$ cat src/rtl/pipe_cache_data_ctrl_pkg.sv
// Shared constants, types and helpers for the pipe_cache_data SRAM controller.
//   DATA_WIDTH  : line width in bits
//   ADDR_WIDTH  : line index width
//   NUM_WMASKS  : byte-enable count
//   s1_t        : read stage-1 state (in-flight read plus held same-cycle write data)
//   merge_bytes : per-byte select between old and new line data
package pipe_cache_data_ctrl_pkg;

   localparam int unsigned DATA_WIDTH = 256;
   localparam int unsigned ADDR_WIDTH = 4;
   localparam int unsigned NUM_WMASKS = DATA_WIDTH / 8;

   typedef logic [DATA_WIDTH-1:0] line_t;
   typedef logic [NUM_WMASKS-1:0] mask_t;
   typedef logic [ADDR_WIDTH-1:0] addr_t;

   typedef struct packed {
      logic  valid;
      logic  fwd;
      mask_t fwd_mask;
      line_t fwd_data;
   } s1_t;

   // Bytes with mask bit set come from new_data, the rest from old_data.
   function automatic line_t merge_bytes(line_t old_data, line_t new_data, mask_t mask);
      line_t res;
      for (int i = 0; i < int'(NUM_WMASKS); i++) begin
         res[8*i +: 8] = mask[i] ? new_data[8*i +: 8] : old_data[8*i +: 8];
      end
      return res;
   endfunction

endpackage

$ cat src/rtl/pipe_cache_data_ctrl_if.sv
// Bundle of requester-side and macro-side signals of the cache data controller.
//   master : requester plus macro model (drives requests, rd_resp_ready, sram_dout1)
//   slave  : the controller (drives ready/response and all macro strobes)
interface pipe_cache_data_ctrl_if;
   import pipe_cache_data_ctrl_pkg::*;

   // write request
   logic  wr_valid;
   logic  wr_ready;
   addr_t wr_addr;
   line_t wr_data;
   mask_t wr_byte_en;
   // read request
   logic  rd_valid;
   logic  rd_ready;
   addr_t rd_addr;
   // read response
   logic  rd_resp_valid;
   logic  rd_resp_ready;
   line_t rd_resp_data;
   // macro ports
   logic  sram_csb0;
   mask_t sram_wmask0;
   addr_t sram_addr0;
   line_t sram_din0;
   logic  sram_csb1;
   addr_t sram_addr1;
   line_t sram_dout1;

   modport master (
      output wr_valid, wr_addr, wr_data, wr_byte_en,
      output rd_valid, rd_addr, rd_resp_ready, sram_dout1,
      input  wr_ready, rd_ready, rd_resp_valid, rd_resp_data,
      input  sram_csb0, sram_wmask0, sram_addr0, sram_din0, sram_csb1, sram_addr1
   );

   modport slave (
      input  wr_valid, wr_addr, wr_data, wr_byte_en,
      input  rd_valid, rd_addr, rd_resp_ready, sram_dout1,
      output wr_ready, rd_ready, rd_resp_valid, rd_resp_data,
      output sram_csb0, sram_wmask0, sram_addr0, sram_din0, sram_csb1, sram_addr1
   );

endinterface

$ cat src/rtl/pipe_cache_data_ctrl_resp_fifo.sv
// In-order response FIFO for the cache data controller.
//   clk, rst_n    : clock, asynchronous active-low reset (discards all entries, zeroes storage)
//   push_i/data   : enqueue one line
//   pop_i         : dequeue head (ignored when empty)
//   head_valid_o  : FIFO not empty; head_data_o holds the oldest entry
//   count_o       : number of stored entries
// Push and pop in the same cycle are allowed, also when full.
module pipe_cache_data_ctrl_resp_fifo #(
   parameter int unsigned Depth = 2,
   parameter int unsigned Width = 256,
   localparam int unsigned CntW = $clog2(Depth + 1),
   localparam int unsigned PtrW = (Depth > 1) ? $clog2(Depth) : 1
) (
   input  logic             clk,
   input  logic             rst_n,
   input  logic             push_i,
   input  logic [Width-1:0] push_data_i,
   input  logic             pop_i,
   output logic             head_valid_o,
   output logic [Width-1:0] head_data_o,
   output logic [CntW-1:0]  count_o
);

   logic [Width-1:0] mem_q [Depth];
   logic [Width-1:0] mem_d [Depth];
   logic [PtrW-1:0]  wr_ptr_q, wr_ptr_d;
   logic [PtrW-1:0]  rd_ptr_q, rd_ptr_d;
   logic [CntW-1:0]  count_q, count_d;
   logic             pop;

   function automatic logic [PtrW-1:0] ptr_inc(logic [PtrW-1:0] p);
      return (p == PtrW'(Depth - 1)) ? '0 : p + PtrW'(1);
   endfunction

   always_comb begin
      mem_d    = mem_q;
      wr_ptr_d = wr_ptr_q;
      rd_ptr_d = rd_ptr_q;
      count_d  = count_q;
      pop      = pop_i & (count_q != '0);

      // When full, wr_ptr equals rd_ptr; the overwritten slot is the one popped this cycle.
      if (push_i) begin
         mem_d[wr_ptr_q] = push_data_i;
         wr_ptr_d        = ptr_inc(wr_ptr_q);
      end
      if (pop) begin
         rd_ptr_d = ptr_inc(rd_ptr_q);
      end

      unique case ({push_i, pop})
         2'b10:   count_d = count_q + CntW'(1);
         2'b01:   count_d = count_q - CntW'(1);
         default: count_d = count_q;
      endcase
   end

   always_ff @(posedge clk or negedge rst_n) begin
      if (!rst_n) begin
         for (int i = 0; i < int'(Depth); i++) begin
            mem_q[i] <= '0;
         end
         wr_ptr_q <= '0;
         rd_ptr_q <= '0;
         count_q  <= '0;
      end else begin
         mem_q    <= mem_d;
         wr_ptr_q <= wr_ptr_d;
         rd_ptr_q <= rd_ptr_d;
         count_q  <= count_d;
      end
   end

   assign head_valid_o = (count_q != '0);
   assign head_data_o  = mem_q[rd_ptr_q];
   assign count_o      = count_q;

endmodule

$ cat src/rtl/pipe_cache_data_ctrl.sv
// Requester-side controller for the pipe_cache_data SRAM macro (1W/1R, 16 x 256b, byte mask).
//   clk    : clock (macro clk0/clk1 are tied to it outside this block)
//   rst_n  : asynchronous active-low reset
//   bus    : slave side of pipe_cache_data_ctrl_if -- write/read requests, read responses
//            and every macro port (csb0/wmask0/addr0/din0, csb1/addr1/dout1)
// Writes go straight to port 0. Reads go to port 1; dout1 is captured one cycle later (S1)
// into a response FIFO. A write fired in the same cycle as a read to the same line is
// merged into that read's response at capture time.
module pipe_cache_data_ctrl
   import pipe_cache_data_ctrl_pkg::*;
#(
   parameter int unsigned RESP_DEPTH = 2
) (
   input logic                   clk,
   input logic                   rst_n,
   pipe_cache_data_ctrl_if.slave bus
);

   localparam int unsigned CntW = $clog2(RESP_DEPTH + 1);

   logic            wr_fire;
   logic            rd_fire;
   logic            deq;
   logic [CntW-1:0] fifo_count;
   logic [CntW:0]   occupancy;
   s1_t             s1_q, s1_d;
   line_t           capture_data;

   always_comb begin
      bus.wr_ready = rst_n;
      wr_fire      = bus.wr_valid & bus.wr_ready;
      deq          = bus.rd_resp_valid & bus.rd_resp_ready;

      // Credit: FIFO entries plus the read already in S1, minus the entry leaving now.
      // S1 can then always push, so the read pipe never stalls.
      occupancy    = {1'b0, fifo_count} + {{CntW{1'b0}}, s1_q.valid} - {{CntW{1'b0}}, deq};
      bus.rd_ready = rst_n & (occupancy < (CntW + 1)'(RESP_DEPTH));
      rd_fire      = bus.rd_valid & bus.rd_ready;

      s1_d       = '0;
      s1_d.valid = rd_fire;
      // Same-cycle write reaches the macro one edge too late for this read; hold it in S1.
      if (rd_fire && wr_fire && (bus.wr_addr == bus.rd_addr)) begin
         s1_d.fwd      = 1'b1;
         s1_d.fwd_mask = bus.wr_byte_en;
         s1_d.fwd_data = bus.wr_data;
      end

      capture_data = s1_q.fwd ? merge_bytes(bus.sram_dout1, s1_q.fwd_data, s1_q.fwd_mask)
                              : bus.sram_dout1;

      bus.sram_csb0   = ~wr_fire;
      bus.sram_wmask0 = bus.wr_byte_en;
      bus.sram_addr0  = bus.wr_addr;
      bus.sram_din0   = bus.wr_data;
      bus.sram_csb1   = ~rd_fire;
      bus.sram_addr1  = bus.rd_addr;
   end

   always_ff @(posedge clk or negedge rst_n) begin
      if (!rst_n) begin
         s1_q <= '0;
      end else begin
         s1_q <= s1_d;
      end
   end

   pipe_cache_data_ctrl_resp_fifo #(
      .Depth (RESP_DEPTH),
      .Width (DATA_WIDTH)
   ) u_resp_fifo (
      .clk          (clk),
      .rst_n        (rst_n),
      .push_i       (s1_q.valid),
      .push_data_i  (capture_data),
      .pop_i        (bus.rd_resp_ready),
      .head_valid_o (bus.rd_resp_valid),
      .head_data_o  (bus.rd_resp_data),
      .count_o      (fifo_count)
   );

endmodule
$ cat src/flat_wrapper.sv
// flat-port wrapper written by rule: the top's interface ports become plain ports
module pipe_cache_data_ctrl_flat import pipe_cache_data_ctrl_pkg::*;
#(
   parameter int unsigned RESP_DEPTH = 2
)
  (clk, rst_n, bus_wr_valid, bus_wr_addr, bus_wr_data, bus_wr_byte_en, bus_rd_valid, bus_rd_addr, bus_rd_resp_ready, bus_sram_dout1, bus_wr_ready, bus_rd_ready, bus_rd_resp_valid, bus_rd_resp_data, bus_sram_csb0, bus_sram_wmask0, bus_sram_addr0, bus_sram_din0, bus_sram_csb1, bus_sram_addr1);
  pipe_cache_data_ctrl_if bus_i ();
  input logic clk;
  input logic rst_n;
  input wire logic [$bits(bus_i.wr_valid)-1:0] bus_wr_valid;
  input wire logic [$bits(bus_i.wr_addr)-1:0] bus_wr_addr;
  input wire logic [$bits(bus_i.wr_data)-1:0] bus_wr_data;
  input wire logic [$bits(bus_i.wr_byte_en)-1:0] bus_wr_byte_en;
  input wire logic [$bits(bus_i.rd_valid)-1:0] bus_rd_valid;
  input wire logic [$bits(bus_i.rd_addr)-1:0] bus_rd_addr;
  input wire logic [$bits(bus_i.rd_resp_ready)-1:0] bus_rd_resp_ready;
  input wire logic [$bits(bus_i.sram_dout1)-1:0] bus_sram_dout1;
  output wire logic [$bits(bus_i.wr_ready)-1:0] bus_wr_ready;
  output wire logic [$bits(bus_i.rd_ready)-1:0] bus_rd_ready;
  output wire logic [$bits(bus_i.rd_resp_valid)-1:0] bus_rd_resp_valid;
  output wire logic [$bits(bus_i.rd_resp_data)-1:0] bus_rd_resp_data;
  output wire logic [$bits(bus_i.sram_csb0)-1:0] bus_sram_csb0;
  output wire logic [$bits(bus_i.sram_wmask0)-1:0] bus_sram_wmask0;
  output wire logic [$bits(bus_i.sram_addr0)-1:0] bus_sram_addr0;
  output wire logic [$bits(bus_i.sram_din0)-1:0] bus_sram_din0;
  output wire logic [$bits(bus_i.sram_csb1)-1:0] bus_sram_csb1;
  output wire logic [$bits(bus_i.sram_addr1)-1:0] bus_sram_addr1;
  assign bus_i.wr_valid = bus_wr_valid;
  assign bus_i.wr_addr = bus_wr_addr;
  assign bus_i.wr_data = bus_wr_data;
  assign bus_i.wr_byte_en = bus_wr_byte_en;
  assign bus_i.rd_valid = bus_rd_valid;
  assign bus_i.rd_addr = bus_rd_addr;
  assign bus_i.rd_resp_ready = bus_rd_resp_ready;
  assign bus_i.sram_dout1 = bus_sram_dout1;
  assign bus_wr_ready = bus_i.wr_ready;
  assign bus_rd_ready = bus_i.rd_ready;
  assign bus_rd_resp_valid = bus_i.rd_resp_valid;
  assign bus_rd_resp_data = bus_i.rd_resp_data;
  assign bus_sram_csb0 = bus_i.sram_csb0;
  assign bus_sram_wmask0 = bus_i.sram_wmask0;
  assign bus_sram_addr0 = bus_i.sram_addr0;
  assign bus_sram_din0 = bus_i.sram_din0;
  assign bus_sram_csb1 = bus_i.sram_csb1;
  assign bus_sram_addr1 = bus_i.sram_addr1;
  pipe_cache_data_ctrl #(.RESP_DEPTH(RESP_DEPTH)) u_core (.clk(clk), .rst_n(rst_n), .bus(bus_i));
endmodule
$ cat config.mk
export PLATFORM = sky130hd
export DESIGN_NAME = pipe_cache_data_ctrl_flat
export DESIGN_NICKNAME = d
export VERILOG_FILES = /design/src/rtl/pipe_cache_data_ctrl_pkg.sv /design/src/rtl/pipe_cache_data_ctrl_if.sv /design/src/rtl/pipe_cache_data_ctrl_resp_fifo.sv /design/src/rtl/pipe_cache_data_ctrl.sv /design/src/flat_wrapper.sv
export SDC_FILE = /design/constraint.sdc
export NUM_CORES = 1
export LEC_CHECK = 0
export ABC_CLOCK_PERIOD_IN_PS = 3570
export BUFFER_PORTS_ARGS = -buffer_cell sky130_fd_sc_hd__buf_4
export CAP_MARGIN = 20
export CORE_AREA = 8 8 432 434
export DETAILED_ROUTE_END_ITERATION = 7
export DIE_AREA = 0 0 440 442
export GPL_ROUTABILITY_DRIVEN = 0
export GPL_TIMING_DRIVEN = 0
export PLACE_DENSITY_LB_ADDON = 0.2
export SLEW_MARGIN = 20
export SYNTH_ARGS = -nofsm -noshare
export SYNTH_HDL_FRONTEND = slang
export SYNTH_HIERARCHICAL = 1
export SYNTH_SLANG_ARGS = --single-unit
$ cat constraint.sdc
create_clock -name clk -period 3.57 [get_ports clk]
set_clock_uncertainty 0.1 [all_clocks]
set_input_delay 0 -clock clk [delete_from_list [all_inputs] [get_ports clk]]
set_output_delay 0 -clock clk [all_outputs]
set_load 0.05 [all_outputs]
==> results_dict.tcl <==
set metrics [dict create \
    run_status "finished with violations" \
    violations "hold timing" \
    regToRegStartpoint "u_core/u_resp_fifo/count_o[0]$_DFFE_PN0P_" \
    power_frac_comb 0.516 \
    p_leak_nw 27.96 \
    grt_antenna_before_repair 64 \
    ys_top_cells_by_count "mux2_2 (1024), dfrtp_1 (806), buf_4 (334)" \
    critPathKind "reg -> out" \
    netlist.top_cell.by_area "dfrtp_1" \
    start_kind "flop" \
    syn_nets 3527 \
    grt_pass1_wl_um 283000 \
    peakVddDrop_mv 0.4926 \
    initial_utilization 0.2170 \
    timing.fmax_ghz 0.2947 \
    synth-seq-cells 806 \
    worstSkewPairLatency_ns 0.71 \
    ys_seq_area_frac 0.5170 \
    multi_input_area_um2 15540 \
    drv_cap 0 \
    cts_buffers 101 \
    ant_nets 0 \
    ys_async_sr_fraction 1.000 \
    register_area_um2 20170 \
    rsz0062_at_grt "false" \
    netlist_top_cells_area "dfrtp_1 (52%), mux2_2 (30%), buf_4 (6.4%)" \
    grt_max_degree 135 \
    avgRoutedWirePerCell_um 27.97 \
    h-tree-depth 3 \
    placed_area_um2 50550 \
    io_buffers 1112 \
    fillers 18050 \
    postSynthAreaPerCell_um2 13.15 \
    grt_overflow 0 \
    hold_viol 242 \
    holdWs_ns -0.4302 \
    crit_required_ns 3.47 \
    coreArea_um2 179800 \
    first_global_vias 34530 \
    rows 156 \
    power_switching_mw 21.90 \
    arrival_ns 3.29 \
    syn_area_um2 39010 \
    cp_max_fo 10 \
    worstSetupStartpoint "u_core/u_resp_fifo/count_o[0]$_DFFE_PN0P_" \
    r2r-end "u_core/s1_q[143]$_DFF_PN0_" \
    cts-root-buf "clkbuf_16" \
    period_share 0.9505 \
    intPower_mw 27.97 \
    cts_tree "built" \
    die_w_um 440 \
    vias 31540 \
    drive_gt1_frac 0.5857 \
    min_period_ns 3.393 \
    clockBufferDepth 3 \
    clk_pin_slew_ns 0.06 \
    relSlewSlack 0.2559 \
    worstRegToRegCells 11 \
    drtIter0Drc 1706 \
    syn_inst 2967 \
    ys_warn_count 6 \
    cts.sinks 806 \
    clkPwrFrac 0.216 \
    seqPwrFrac 0.267 \
    dr.pass1.iters 5 \
    utilization 0.3464 \
    powerDensity_nw_per_um2 800.8 \
    fin_area_um2 62280 \
    area_growth_pct 59.64 \
    finalSetupViolations 0 \
    io_pins 1114 \
    yosysTopAreaCellShare 0.5170 \
    die-area_um2 194500 \
    synth-main-ff-cell "dfrtp_1" \
    gr-usage-all-layers 0.2071 \
    die_h_um 442 \
    ff2ff_setup_slack_ns 0.19 \
    nets 5540 \
    yosysUniqueCellTypes 26 \
    min_path_type "in -> async" \
    synth-edff-count 0 \
    final_max_slew_viol_count 0 \
    worstMarginPinSlew_ns 1.116 \
    swShare 0.4391 \
    dp_hpwl_um 162100 \
    yosysMostFrequentCell "mux2_2" \
    routed_via_density 4.220 \
    end_kind "output pin" \
    wirelength_um 209000 \
    drc 0 \
]
[metrics by stage]
stage	setup TNS (ns)	std cells	hold slack [ns]	power [mW]	setup slack, ns
after global placement	-9199.57	6449	0.1424	38.28	-11.27
after global routing	0	7451	-0.4201	51.91	0.03670
final	0	7474	-0.4302	49.87	0.1768
after floorplan	0	2967	-0.3956	29.66	0.4870
after detailed placement	-105.03	6456	-0.1228	38.49	-1.049
after CTS	-0.1233	7423	-0.8163	50.49	-0.07057
[area by class of cell]
type	count	share of cell area
Timing Repair Buffer	1910	0.2664
Inverter	5	0.0003014
Sequential cell	806	0.3239
Clock buffer	143	0.04780
Buffer	496	0.05501
Multi-Input combinational cell	1660	0.2495
Tap cell	2370	0.04762
Antenna cell	43	0.001728
Clock inverter	41	0.007755
[routing by layer]
metal | up-vias | track usage | wire length [um]
met5 | - | 0 | 119
met2 | 950 | 0.3623 | 104800
li1 | 14190 | - | -
met4 | 20 | 0.08568 | 9453
met1 | 16090 | 0.2441 | 83820
met3 | 291 | 0.04630 | 10850
[how the worst max path moves through the flow]
stage                                      end  cells past startpoint
floorplan                         bus_rd_ready                     10
global placement    u_core/s1_q[105]$_DFF_PN0_                      4
detailed placement  u_core/s1_q[144]$_DFF_PN0_                      7
CTS                               bus_rd_ready                     12
global route        u_core/s1_q[143]$_DFF_PN0_                     11
finish                            bus_rd_ready                     12
[sequential cells by signal, summed over array words and instances, names as in the netlist]
register                     count
u_core/u_resp_fifo/wr_ptr_q      1
u_core/u_resp_fifo/count_o       2
u_core/s1_q                    290
u_core/u_resp_fifo/mem_q       512
u_core/u_resp_fifo/rd_ptr_q      1
[critical path, cell delays in order (launching register included)]
cell      delay [ns]
dfrtp_1         0.39
or2_4           0.26
and2_1          0.16
ha_1            0.26
nand2b_4        0.14
fa_2            0.35
xnor2_2         0.23
nand3_4         0.10
buf_12          0.18
buf_16          0.14
buf_12          0.14
inv_2           0.08
buf_8           0.15
[layout by cell type, fill, tap and decap left out, types with 5 or more instances in the layout]
cell type,count
buf_4,1451
mux2_2,1024
dfrtp_1,805
dlygate4sd3_1,777
nor3_2,176
nand2_1,171
nand3_1,152
nor3_1,112
clkbuf_16,103
buf_2,88
clkbuf_1,53
diode_2,43
clkbuf_8,27
buf_6,20
clkinv_2,19
buf_16,14
bufinv_16,9
buf_1,7
inv_6,6
xnor2_1,5
clkbuf_2,5
[power groups by stage]
stage / Clock (mW) / Combinational (mW) / Sequential, mW
3_3_place_gp: 0 / 24.9 / 13.4
6_report: 10.8 / 25.8 / 13.3
3_5_place_dp: 0 / 25.0 / 13.5
4_1_cts: 11.1 / 26.1 / 13.3
5_1_grt: 11.5 / 26.8 / 13.7
2_1_floorplan: 0 / 16.6 / 13.0
[kinds of logic (layout without fill, tap and decap cells)]
family / count (synthesis) / count (layout) / synth area share
other cells: 0 / 43 / 0
xor+xnor: 10 / 10 / 0.002630
simple gates: 623 / 623 / 0.09654
buf+inv: 501 / 2595 / 0.08708
flops: 806 / 806 / 0.5170
fa+ha+maj: 3 / 3 / 0.001155
mux: 1024 / 1024 / 0.2956
[what timing repair did]
action | 4_1_cts | 5_1_grt
gates cloned | 0 | 1
setup buffers | 6 | 2
pin swaps | 2 | 3
endpoints found under the setup margin | 253 | 12
hold buffers | 777 | 5
endpoints found under the hold margin | 1136 | 332
gates resized for setup | 24 | 13
(Power assumes the default switching activity.)
